File: config.mk
export PLATFORM = sky130hd
export DESIGN_NAME = addsub_arbiter_flat
export DESIGN_NICKNAME = d
export VERILOG_FILES = /design/src/rtl/addsub_arbiter_if.sv /design/src/rtl/addsub_arbiter.sv /design/src/flat_wrapper.sv
export SDC_FILE = /design/constraint.sdc
export NUM_CORES = 1
export LEC_CHECK = 0
export CAP_MARGIN = 30
export CORE_ASPECT_RATIO = 0.9
export CORE_MARGIN = 2
export CORE_UTILIZATION = 35
export DETAILED_ROUTE_END_ITERATION = 6
export HOLD_SLACK_MARGIN = 0.15
export PLACE_DENSITY_LB_ADDON = 0.12
export SETUP_SLACK_MARGIN = 0.1
export SLEW_MARGIN = 40
export SYNTH_ARGS = -nofsm -noshare
export SYNTH_HDL_FRONTEND = slang
export SYNTH_SLANG_ARGS = --single-unit
File: constraint.sdc
create_clock -name clk -period 3.3 [get_ports clk]
set_input_delay 0.33 -clock clk [delete_from_list [all_inputs] [get_ports clk]]
set_output_delay 0.33 -clock clk [all_outputs]
set_load 0.005 [all_outputs]
File: src/rtl/addsub_arbiter_if.sv
// rtl/addsub_arbiter_if.sv - requester and adder_subtractor signals of addsub_arbiter
interface addsub_arbiter_if #(
   parameter int WIDTH = 4
);
   logic             req0;
   logic             req1;
   logic [WIDTH-1:0] a0;
   logic [WIDTH-1:0] b0;
   logic [WIDTH-1:0] a1;
   logic [WIDTH-1:0] b1;
   logic             sub0;
   logic             sub1;
   logic             gnt0;
   logic             gnt1;
   logic             done0;
   logic             done1;
   logic [WIDTH-1:0] result;
   logic             result_carry;
   logic             busy;
   logic [WIDTH-1:0] ext_a;
   logic [WIDTH-1:0] ext_b;
   logic             ext_signal;
   logic [WIDTH-1:0] ext_sum;
   logic             ext_carry;

   // slave: the arbiter; master: the clients plus the shared adder_subtractor
   modport slave (
      input  req0, req1, a0, b0, a1, b1, sub0, sub1, ext_sum, ext_carry,
      output gnt0, gnt1, done0, done1, result, result_carry, busy,
             ext_a, ext_b, ext_signal
   );

   modport master (
      output req0, req1, a0, b0, a1, b1, sub0, sub1, ext_sum, ext_carry,
      input  gnt0, gnt1, done0, done1, result, result_carry, busy,
             ext_a, ext_b, ext_signal
   );
endinterface

File: src/rtl/addsub_arbiter.sv
// rtl/addsub_arbiter.sv - round-robin sharing of one adder_subtractor between two requesters
module addsub_arbiter #(
   parameter int WIDTH = 4
) (
   input logic              clk,
   input logic              reset,
   addsub_arbiter_if.slave  bus
);
   typedef enum logic [1:0] {IDLE, BUSY, DONE} state_t;

   state_t           state_q;
   state_t           state_d;
   logic             owner_q;
   logic             last_owner_q;
   logic             winner;
   logic             any_req;
   logic [WIDTH-1:0] op_a_q;
   logic [WIDTH-1:0] op_b_q;
   logic             op_sub_q;
   logic [WIDTH-1:0] result_q;
   logic             carry_q;
   logic             gnt0;
   logic             gnt1;
   logic             done0;
   logic             done1;
   logic             busy;

   assign any_req = bus.req0 | bus.req1;
   // A tie goes to whoever was not served last; a lone request always wins.
   assign winner  = (bus.req0 && bus.req1) ? ~last_owner_q : bus.req1;

   always_ff @(posedge clk or posedge reset) begin
      if (reset) begin
         state_q <= IDLE;
      end else begin
         state_q <= state_d;
      end
   end

   always_comb begin
      state_d = state_q;
      gnt0    = 1'b0;
      gnt1    = 1'b0;
      done0   = 1'b0;
      done1   = 1'b0;
      busy    = 1'b0;
      case (state_q)
         IDLE: begin
            if (any_req) state_d = BUSY;
         end
         BUSY: begin
            gnt0    = ~owner_q;
            gnt1    = owner_q;
            busy    = 1'b1;
            state_d = DONE;
         end
         DONE: begin
            done0   = ~owner_q;
            done1   = owner_q;
            busy    = 1'b1;
            state_d = IDLE;
         end
         default: state_d = IDLE;
      endcase
   end

   always_ff @(posedge clk or posedge reset) begin
      if (reset) begin
         owner_q      <= 1'b0;
         last_owner_q <= 1'b1;
         op_a_q       <= '0;
         op_b_q       <= '0;
         op_sub_q     <= 1'b0;
         result_q     <= '0;
         carry_q      <= 1'b0;
      end else begin
         if (state_q == IDLE && any_req) begin
            owner_q  <= winner;
            op_a_q   <= winner ? bus.a1 : bus.a0;
            op_b_q   <= winner ? bus.b1 : bus.b0;
            op_sub_q <= winner ? bus.sub1 : bus.sub0;
         end
         if (state_q == BUSY) begin
            result_q <= bus.ext_sum;
            carry_q  <= bus.ext_carry;
         end
         if (state_q == DONE) begin
            last_owner_q <= owner_q;
         end
      end
   end

   assign bus.gnt0         = gnt0;
   assign bus.gnt1         = gnt1;
   assign bus.done0        = done0;
   assign bus.done1        = done1;
   assign bus.busy         = busy;
   assign bus.result       = result_q;
   assign bus.result_carry = carry_q;
   assign bus.ext_a        = op_a_q;
   assign bus.ext_b        = op_b_q;
   assign bus.ext_signal   = op_sub_q;
endmodule

File: src/flat_wrapper.sv
// flat-port wrapper written by rule: the top's interface ports become plain ports
module addsub_arbiter_flat 
#(
   parameter int WIDTH = 4
)
  (clk, reset, bus_req0, bus_req1, bus_a0, bus_b0, bus_a1, bus_b1, bus_sub0, bus_sub1, bus_ext_sum, bus_ext_carry, bus_gnt0, bus_gnt1, bus_done0, bus_done1, bus_result, bus_result_carry, bus_busy, bus_ext_a, bus_ext_b, bus_ext_signal);
  addsub_arbiter_if #(.WIDTH(WIDTH)) bus_i ();
  input logic clk;
  input logic reset;
  input wire logic [$bits(bus_i.req0)-1:0] bus_req0;
  input wire logic [$bits(bus_i.req1)-1:0] bus_req1;
  input wire logic [$bits(bus_i.a0)-1:0] bus_a0;
  input wire logic [$bits(bus_i.b0)-1:0] bus_b0;
  input wire logic [$bits(bus_i.a1)-1:0] bus_a1;
  input wire logic [$bits(bus_i.b1)-1:0] bus_b1;
  input wire logic [$bits(bus_i.sub0)-1:0] bus_sub0;
  input wire logic [$bits(bus_i.sub1)-1:0] bus_sub1;
  input wire logic [$bits(bus_i.ext_sum)-1:0] bus_ext_sum;
  input wire logic [$bits(bus_i.ext_carry)-1:0] bus_ext_carry;
  output wire logic [$bits(bus_i.gnt0)-1:0] bus_gnt0;
  output wire logic [$bits(bus_i.gnt1)-1:0] bus_gnt1;
  output wire logic [$bits(bus_i.done0)-1:0] bus_done0;
  output wire logic [$bits(bus_i.done1)-1:0] bus_done1;
  output wire logic [$bits(bus_i.result)-1:0] bus_result;
  output wire logic [$bits(bus_i.result_carry)-1:0] bus_result_carry;
  output wire logic [$bits(bus_i.busy)-1:0] bus_busy;
  output wire logic [$bits(bus_i.ext_a)-1:0] bus_ext_a;
  output wire logic [$bits(bus_i.ext_b)-1:0] bus_ext_b;
  output wire logic [$bits(bus_i.ext_signal)-1:0] bus_ext_signal;
  assign bus_i.req0 = bus_req0;
  assign bus_i.req1 = bus_req1;
  assign bus_i.a0 = bus_a0;
  assign bus_i.b0 = bus_b0;
  assign bus_i.a1 = bus_a1;
  assign bus_i.b1 = bus_b1;
  assign bus_i.sub0 = bus_sub0;
  assign bus_i.sub1 = bus_sub1;
  assign bus_i.ext_sum = bus_ext_sum;
  assign bus_i.ext_carry = bus_ext_carry;
  assign bus_gnt0 = bus_i.gnt0;
  assign bus_gnt1 = bus_i.gnt1;
  assign bus_done0 = bus_i.done0;
  assign bus_done1 = bus_i.done1;
  assign bus_result = bus_i.result;
  assign bus_result_carry = bus_i.result_carry;
  assign bus_busy = bus_i.busy;
  assign bus_ext_a = bus_i.ext_a;
  assign bus_ext_b = bus_i.ext_b;
  assign bus_ext_signal = bus_i.ext_signal;
  addsub_arbiter #(.WIDTH(WIDTH)) u_core (.clk(clk), .reset(reset), .bus(bus_i));
endmodule
; Yosys cells after proc, flatten, opt, wreduce, memory -nomap -nowiden
; Cells that the tools add are included.
[classes]
n_bitwise = 3
muxes = 11
eq_ne = 3
reduce_logical = 4
[op_table]
columns = cell, n
row1 = 2-to-1 mux 4 bit, 2
row2 = 2-to-1 mux 1 bit, 7
row3 = case mux 2 bit (2 select lines), 1
row4 = "equality test 2 x 1 -> 1 bit, second input constant", 1
row5 = "equality test 2 bit, second input constant", 1
row6 = logical AND 1 bit, 2
row7 = logical NOT 2 bit, 1
row8 = 2-to-1 mux 2 bit, 1
row9 = "!= test 2 x 1 -> 1 bit, second input constant", 1
row10 = inverter 1 bit, 2
row11 = OR reduction 2 bit, 1
row12 = OR 1 bit, 1
[word_totals]
in_bits = 27
ff_bits = 18
out_inout_bits = 19
wordCells = 29

; Depth between registers and ports, before layout
; Gate-level depths: netlist (run 1).
[logic_depth]
depth_word = 3
depth_mapped = 6

; Worst setup path before layout (run 1)
; No wires, ideal clock.
[synth_path]
kind = reg2out
from = reg u_core.state_q[1]
to = out bus_gnt0
stages_incl_launch_ff = 5
arrival_ps = 987
slack_ps = 1983
n_path_buf = 1
path_cell_list = dfrtp_1 > inv_1 > ha_1 > clkbuf_1 > nor2b_1
[synth_via]
elab_chain_len = 2
[synth_rtl]
columns = item, line_no
row1 = start: declaration, addsub_arbiter.sv:11  ; state_t state_q;
row2 = start signal: assignment, addsub_arbiter.sv:36  ; state_q <= state_d;
row3 = equality test 2 x 1 -> 1 bit, addsub_arbiter.sv:47  ; case (state_q)
row4 = 2-to-1 mux 1 bit, addsub_arbiter.sv:47
row5 = end: declaration, flat_wrapper.sv:20  ; output wire logic [$bits(bus_i.gnt0)-1:0] bus_gnt0;
; No other way between the ends.

; Worst setup path in the final report (run 1)
; Ends and elaborated chain as after synthesis.

==> results of run 1 <==
[worst max-delay path, stage by stage (launching register included)]
cell and delay (ns):
dfrtp_1 0.41, inv_1 0.10, ha_1 0.31, nor2b_1 0.17
clkdlybuf4s50_1 0.50
[layout make-up]
| cell class | instances | area [um^2] | share of cell area, % |
|---|---|---|---|
| inverters | 3 | 11.3 | 0.805 |
| multi-input cells | 59 | 414 | 29.6 |
| flip-flops and latches | 18 | 452 | 32.3 |
| clock buffers | 4 | 36.3 | 2.59 |
| repair buffers | 45 | 450 | 32.2 |
| well taps | 28 | 35.0 | 2.50 |
[power by group through the flow]
stage | Clock [uW] | Sequential [uW] | Combinational (uW)
floorplan | 0 | 411 | 303
global placement | 0 | 408 | 604
detailed placement | 0 | 414 | 619
CTS | 138 | 410 | 621
global route | 152 | 428 | 667
finish | 135 | 408 | 611
[kinds of logic after synthesis]
kind of cell             Yosys count  synth area share (%)
AO/OA/AOI/OAI                     24                  20.8
adder cells (fa/ha/maj)            4                  5.62
buffers and inverters              6                  2.81
flip-flops                        18                  50.7
multiplexers                       7                  8.85
AND/OR/NAND/NOR                   24                  11.2
[cells in the final DEF, fill, tap and decap left out, types with 2 or more instances in the layout]
cell / n
nand2_1: 10
nor2b_1: 2
clkbuf_4: 3
nor2_1: 10
clkdlybuf4s50_1: 45
a21oi_2: 9
and2_1: 2
dfrtp_1: 17
a21oi_1: 9
inv_1: 3
ha_1: 4
mux2_2: 6
[metrics by stage]
| step | hold WS (ns) | worst slack (ns) |
|---|---|---|
| after floorplan | 0.268 | 1.98 |
| after global placement | 0.490 | 1.54 |
| after detailed placement | 0.496 | 1.48 |
| after CTS | 0.443 | 1.15 |
| after global routing | 0.472 | 1.06 |
| final | 0.425 | 1.18 |
[metal layers]
metal | share of wire (%) | vias up
met4 | 0.65 | 0
li1 | - | 371
met3 | 9.6 | 2
met2 | 47 | 28
met5 | 0 | -
met1 | 42 | 353
[state kept, by name (all words and copies together) (netlist names)]
signal,count
u_core.bus.ext_b,4
u_core.state_q,2
u_core.bus.ext_a,4
u_core.bus.result,4
u_core.bus.ext_signal,1
u_core.owner_q,1
u_core.bus.result_carry,1
u_core.last_owner_q,1
[worst max path at each step]
stage / endpoint / slack [ns] / cells past startpoint
finish: bus_gnt0 / 1.18 / 4
detailed placement: bus_gnt0 / 1.48 / 4
floorplan: bus_gnt0 / 1.98 / 4
global placement: bus_gnt0 / 1.54 / 4
global route: bus_gnt0 / 1.06 / 4
CTS: bus_gnt0 / 1.15 / 4
==> impl_metrics.tcl, run 1 <==
set metrics [dict create \
    r2r_start "u_core.state_q[0]$_DFFE_PP0P_" \
    endpoint_kind "primary output" \
    fin_nets 161 \
    syn_nets 114 \
    port_buffers 45 \
    startpoint_type "flop" \
    place_area_mm2 0.00136 \
    crit_type "flop to primary output" \
    fin_util_pct 57.7 \
    stdcell_area_mm2 0.00140 \
    dieArea_mm2 0.00297 \
    grt_pass1_vias 735 \
    synth_top_flop_cell "dfrtp_1" \
    routedWlPerCell_um 12.7 \
    postCtsSetupRepairBufs 0 \
    crit_start "u_core.state_q[1]$_DFFE_PP0P_" \
    drv_slew 0 \
    clkTransAtPathRegs_ns 0.10 \
    grtUsageTotal_pct 14.8 \
    max_slew_margin_pct 54.9 \
    switching_share_pct 32.9 \
    cts_inserted_buffers 3 \
    worstSkewPairLatency_ns 0.29 \
    fp-row-count 17 \
    fin_tns_setup_ns 0 \
    gp_congestion 0.754 \
    synthTopCellsByArea "dfrtp_1 48%, a21oi_2 8.8%, mux2_2 7.6%, ha_1 5.6%, a21oi_1 5.1%" \
    rrSetupSlack_ns 1.85 \
    rsz0062_at_grt "false" \
    drt_pass1_iterations 3 \
    fin_cells 157 \
    p_leak_uw 0.000587 \
    cp.required_ns 2.97 \
    status "completed" \
    place_hpwl_um 1530 \
    wl_um 2000 \
    worst_slew_pin_slew_ns 0.676 \
    powerDensity_mw_per_mm2 825 \
    syn-cell-area_um2 891 \
    postSynthAreaPerCell_um2 10.7 \
    io_pins 46 \
    antennaDiodeCount 0 \
    layout_worst_path_cycle_share_pct 64.3 \
    max_freq_ghz 0.472 \
    async_flop_share_pct 100 \
    fp.dieW_um 57.2 \
    setup_viol 0 \
    vdd_drop_max_v 0.000501 \
    drc 0 \
    placed_cells 153 \
    r2r_end "u_core.bus.ext_b[0]$_DFFE_PP0P_" \
    overflow 0 \
    hold_class "input port to async pin" \
    postSynthCellCount 83 \
    vias_per_cell 4.80 \
    crit_fanout 7 \
    met2_usage_pct 24.3 \
    yosys_warnings 0 \
    max_cap_viol_count 0 \
    antenna_found_initial 0 \
    cts_resized 0 \
    grtUsageMet1_pct 17.6 \
    power_frac_seq_pct 35.3 \
    grt_first_pass_wirelength_um 3270 \
    synth_seq_cells 18 \
    p_total_uw 1150 \
    chipHeight_um 51.9 \
    netlist-cell-type-count 21 \
    hold_viol 0 \
    reg2regPathDepth 5 \
    cts_root_buf "clkbuf_4" \
    comb_power_share_pct 53.0 \
    cts_max_level 1 \
    detail-route-antenna-nets 0 \
    clock_skew_ns 0.000651 \
    synth_common_cells "17 x dfrtp_1, 10 x nand2_1, 10 x nor2_1, 9 x a21oi_1, 9 x a21oi_2" \
    drt-initial-drc-count 7 \
    synth_top_area_share_pct 47.8 \
    start_util_pct 36.7 \
    nFillCells 227 \
    cts_buffer_depth 2 \
    core_mm2 0.00242 \
    arrival_ns 1.79 \
    vias 754 \
    top_usage_layer "met2" \
    p_switching_uw 380 \
    grt_max_degree 19 \
    synth_edf_count 0 \
    power_frac_clock_pct 11.7 \
    clock-sinks 18 \
    cell_internal_pwr_uw 774 \
    cts_tree "yes" \
    synth_most_common_cell "dfrtp_1" \
    synth_top_area_cell "dfrtp_1" \
    final_layout_size_suffix_gt1_share_pct 17.1 \
    ys_seq_area_share_pct 50.7 \
    use_met3_pct 6.97 \
    layout_min_cycle_time_ns 2.12 \
    postCtsHoldBufs 0 \
    area_delta_synth_final_pct 57.0 \
]
Power figures use the tool's default switching activity.
==> run 2: changes to the inputs <==
clock period = 1.8 ns   (was 3.3 ns; I/O delays follow)
==> run 2 against run 1 <==
Against the previous run: via count up 1.7%; register-to-register slack worse by 1.4 ns; sequential share of layout area down 0.87 points; clock power up 81%; first-iteration DRC count up 29%; combinational power up 93%; utilization up 1.6 points; final cell count up 2.5%; sequential cell count unchanged; clock-buffer cell count unchanged; largest power group unchanged.
==> impl_metrics.tcl, run 2 (synthesis gave the netlist of run 1 again) <==
set metrics [dict create \
    status "completed" \
    stdcell_area_mm2 0.00144 \
    max_freq_ghz 0.630 \
    overflow 0 \
    port_buffers 45 \
    critical_path.top_delay_family "flip-flops" \
    gp_congestion 0.751 \
    grt_max_degree 19 \
    placed_cells 154 \
    comb_power_share_pct 54.5 \
    hold_class "input port to async pin" \
    wl_um 2040 \
    endpoint_kind "primary output" \
    drt-initial-drc-count 9 \
    cts_root_buf "clkbuf_4" \
    core_mm2 0.00242 \
    cts_buffer_depth 2 \
    power_frac_clock_pct 11.2 \
    drt_pass1_iterations 3 \
    cts_inserted_buffers 3 \
    routedWlPerCell_um 12.7 \
    chipHeight_um 51.9 \
    slowest_stage "dfrtp_1" \
    power_frac_seq_pct 34.3 \
    fp-row-count 17 \
    area_delta_synth_final_pct 61.4 \
    fin_cells 161 \
    start_util_pct 36.7 \
    critPathMaxStageDelay_ns 0.41 \
    rsz0062_at_grt "false" \
    switching_share_pct 33.2 \
    crit_fanout 3 \
    clock_skew_ns 0.00244 \
    worstSkewPairLatency_ns 0.29 \
    antennaDiodeCount 0 \
    grt_first_pass_wirelength_um 3430 \
    place_hpwl_um 1570 \
    drc 0 \
    crit_type "flop to primary output" \
    powerDensity_mw_per_mm2 1510 \
    antenna_found_initial 0 \
    worst_slew_pin_slew_ns 0.683 \
    p_switching_uw 721 \
    arrival_ns 1.41 \
    grt_pass1_vias 744 \
    vias_per_cell 4.76 \
    vias 767 \
    io_pins 46 \
    cp_num_buf_inv 2 \
    fin_util_pct 59.3 \
    p_total_uw 2170 \
    startpoint_type "flop" \
    cell_internal_pwr_uw 1450 \
    vdd_drop_max_v 0.000875 \
    cts_max_level 1 \
    final_common_cell "clkdlybuf4s50_1" \
    fin_nets 165 \
    clock-sinks 18 \
    layout_worst_path_cycle_share_pct 88.2 \
    dieArea_mm2 0.00297 \
    place_area_mm2 0.00137 \
    fp.dieW_um 57.2 \
    cts_tree "yes" \
    drv_slew 0 \
    final_layout_size_suffix_gt1_share_pct 22.6 \
    grtUsageTotal_pct 15.8 \
    hold_viol 0 \
    cp.required_ns 1.62 \
    p_leak_uw 0.000622 \
    postCtsHoldBufs 0 \
    setup_viol 0 \
    layout_min_cycle_time_ns 1.59 \
    path_cells "buf_4, ha_2, and2_1, dlygate4sd2_1" \
    fin_tns_setup_ns 0 \
    max_slew_margin_pct 54.4 \
    max_cap_viol_count 0 \
    clkTransAtPathRegs_ns 0.10 \
    detail-route-antenna-nets 0 \
    mostFrequentLayoutCells "40 x clkdlybuf4s50_1, 17 x dfrtp_1, 10 x nand2_1, 10 x nor2_1" \
]
[run 2: final timing paths]
path                                                   from                               end  slack (ns)  depth (start not counted)
max in group asynchronous                             reset   u_core.bus.ext_a[2]$_DFFE_PP0P_        1.09                          2
min                                                   reset     u_core.state_q[1]$_DFFE_PP0P_        0.28                          2
min in group clk                                  bus_a0[3]   u_core.bus.ext_a[3]$_DFFE_PP0P_        0.43                          3
max                           u_core.state_q[1]$_DFFE_PP0P_                         bus_done1        0.21                          4
min reg2reg                u_core.bus.result[0]$_DFFE_PP0N_  u_core.bus.result[0]$_DFFE_PP0N_        0.51                          1
max reg2reg                   u_core.state_q[1]$_DFFE_PP0P_   u_core.bus.ext_a[2]$_DFFE_PP0P_        0.41                          5
[run 2: timing repair]
item	4_1_cts	5_1_grt
gates resized for setup	10	0
setup endpoints to repair	5	0
buffers inserted	3	0
[run 2: stage by stage]
stage / worst slack (ns) / hold WS, ns
2_1_floorplan: 0.523 / 0.118
3_3_place_gp: 0.284 / 0.489
3_5_place_dp: 0.202 / 0.495
4_1_cts: 0.191 / 0.296
5_1_grt: 0.131 / 0.332
6_report: 0.212 / 0.282
[run 2: power by group through the flow]
stage | clock network, uW | registers [uW] | logic, uW
6_report | 244 | 745 | 1180
5_1_grt | 282 | 781 | 1300
4_1_cts | 256 | 745 | 1200
3_5_place_dp | 0 | 754 | 1160
3_3_place_gp | 0 | 747 | 1120
2_1_floorplan | 0 | 753 | 555
[run 2: final cells by class]
cell class	instances	area, um^2
Fill cell	233	987
Tap cell	28	35.0
Timing Repair Buffer	49	474
Clock buffer	4	36.3
Inverter	3	11.3
Multi-Input combinational cell	59	429
Sequential cell	18	452
[run 2: per-layer routing]
metal | global-route usage [%] | vias up | part of all wire, %
met5 | 0 | - | 0
met4 | 4.65 | 0 | 1.1
met3 | 6.97 | 4 | 8.7
met2 | 25.1 | 27 | 48
met1 | 19.6 | 356 | 42
li1 | - | 380 | -
==> run 3: changes to the inputs <==
ABC_CLOCK_PERIOD_IN_PS = 1800   (was unset)
==> results of run 3 <==
The final DEF is identical to that of run 2; final timing and power are the same.
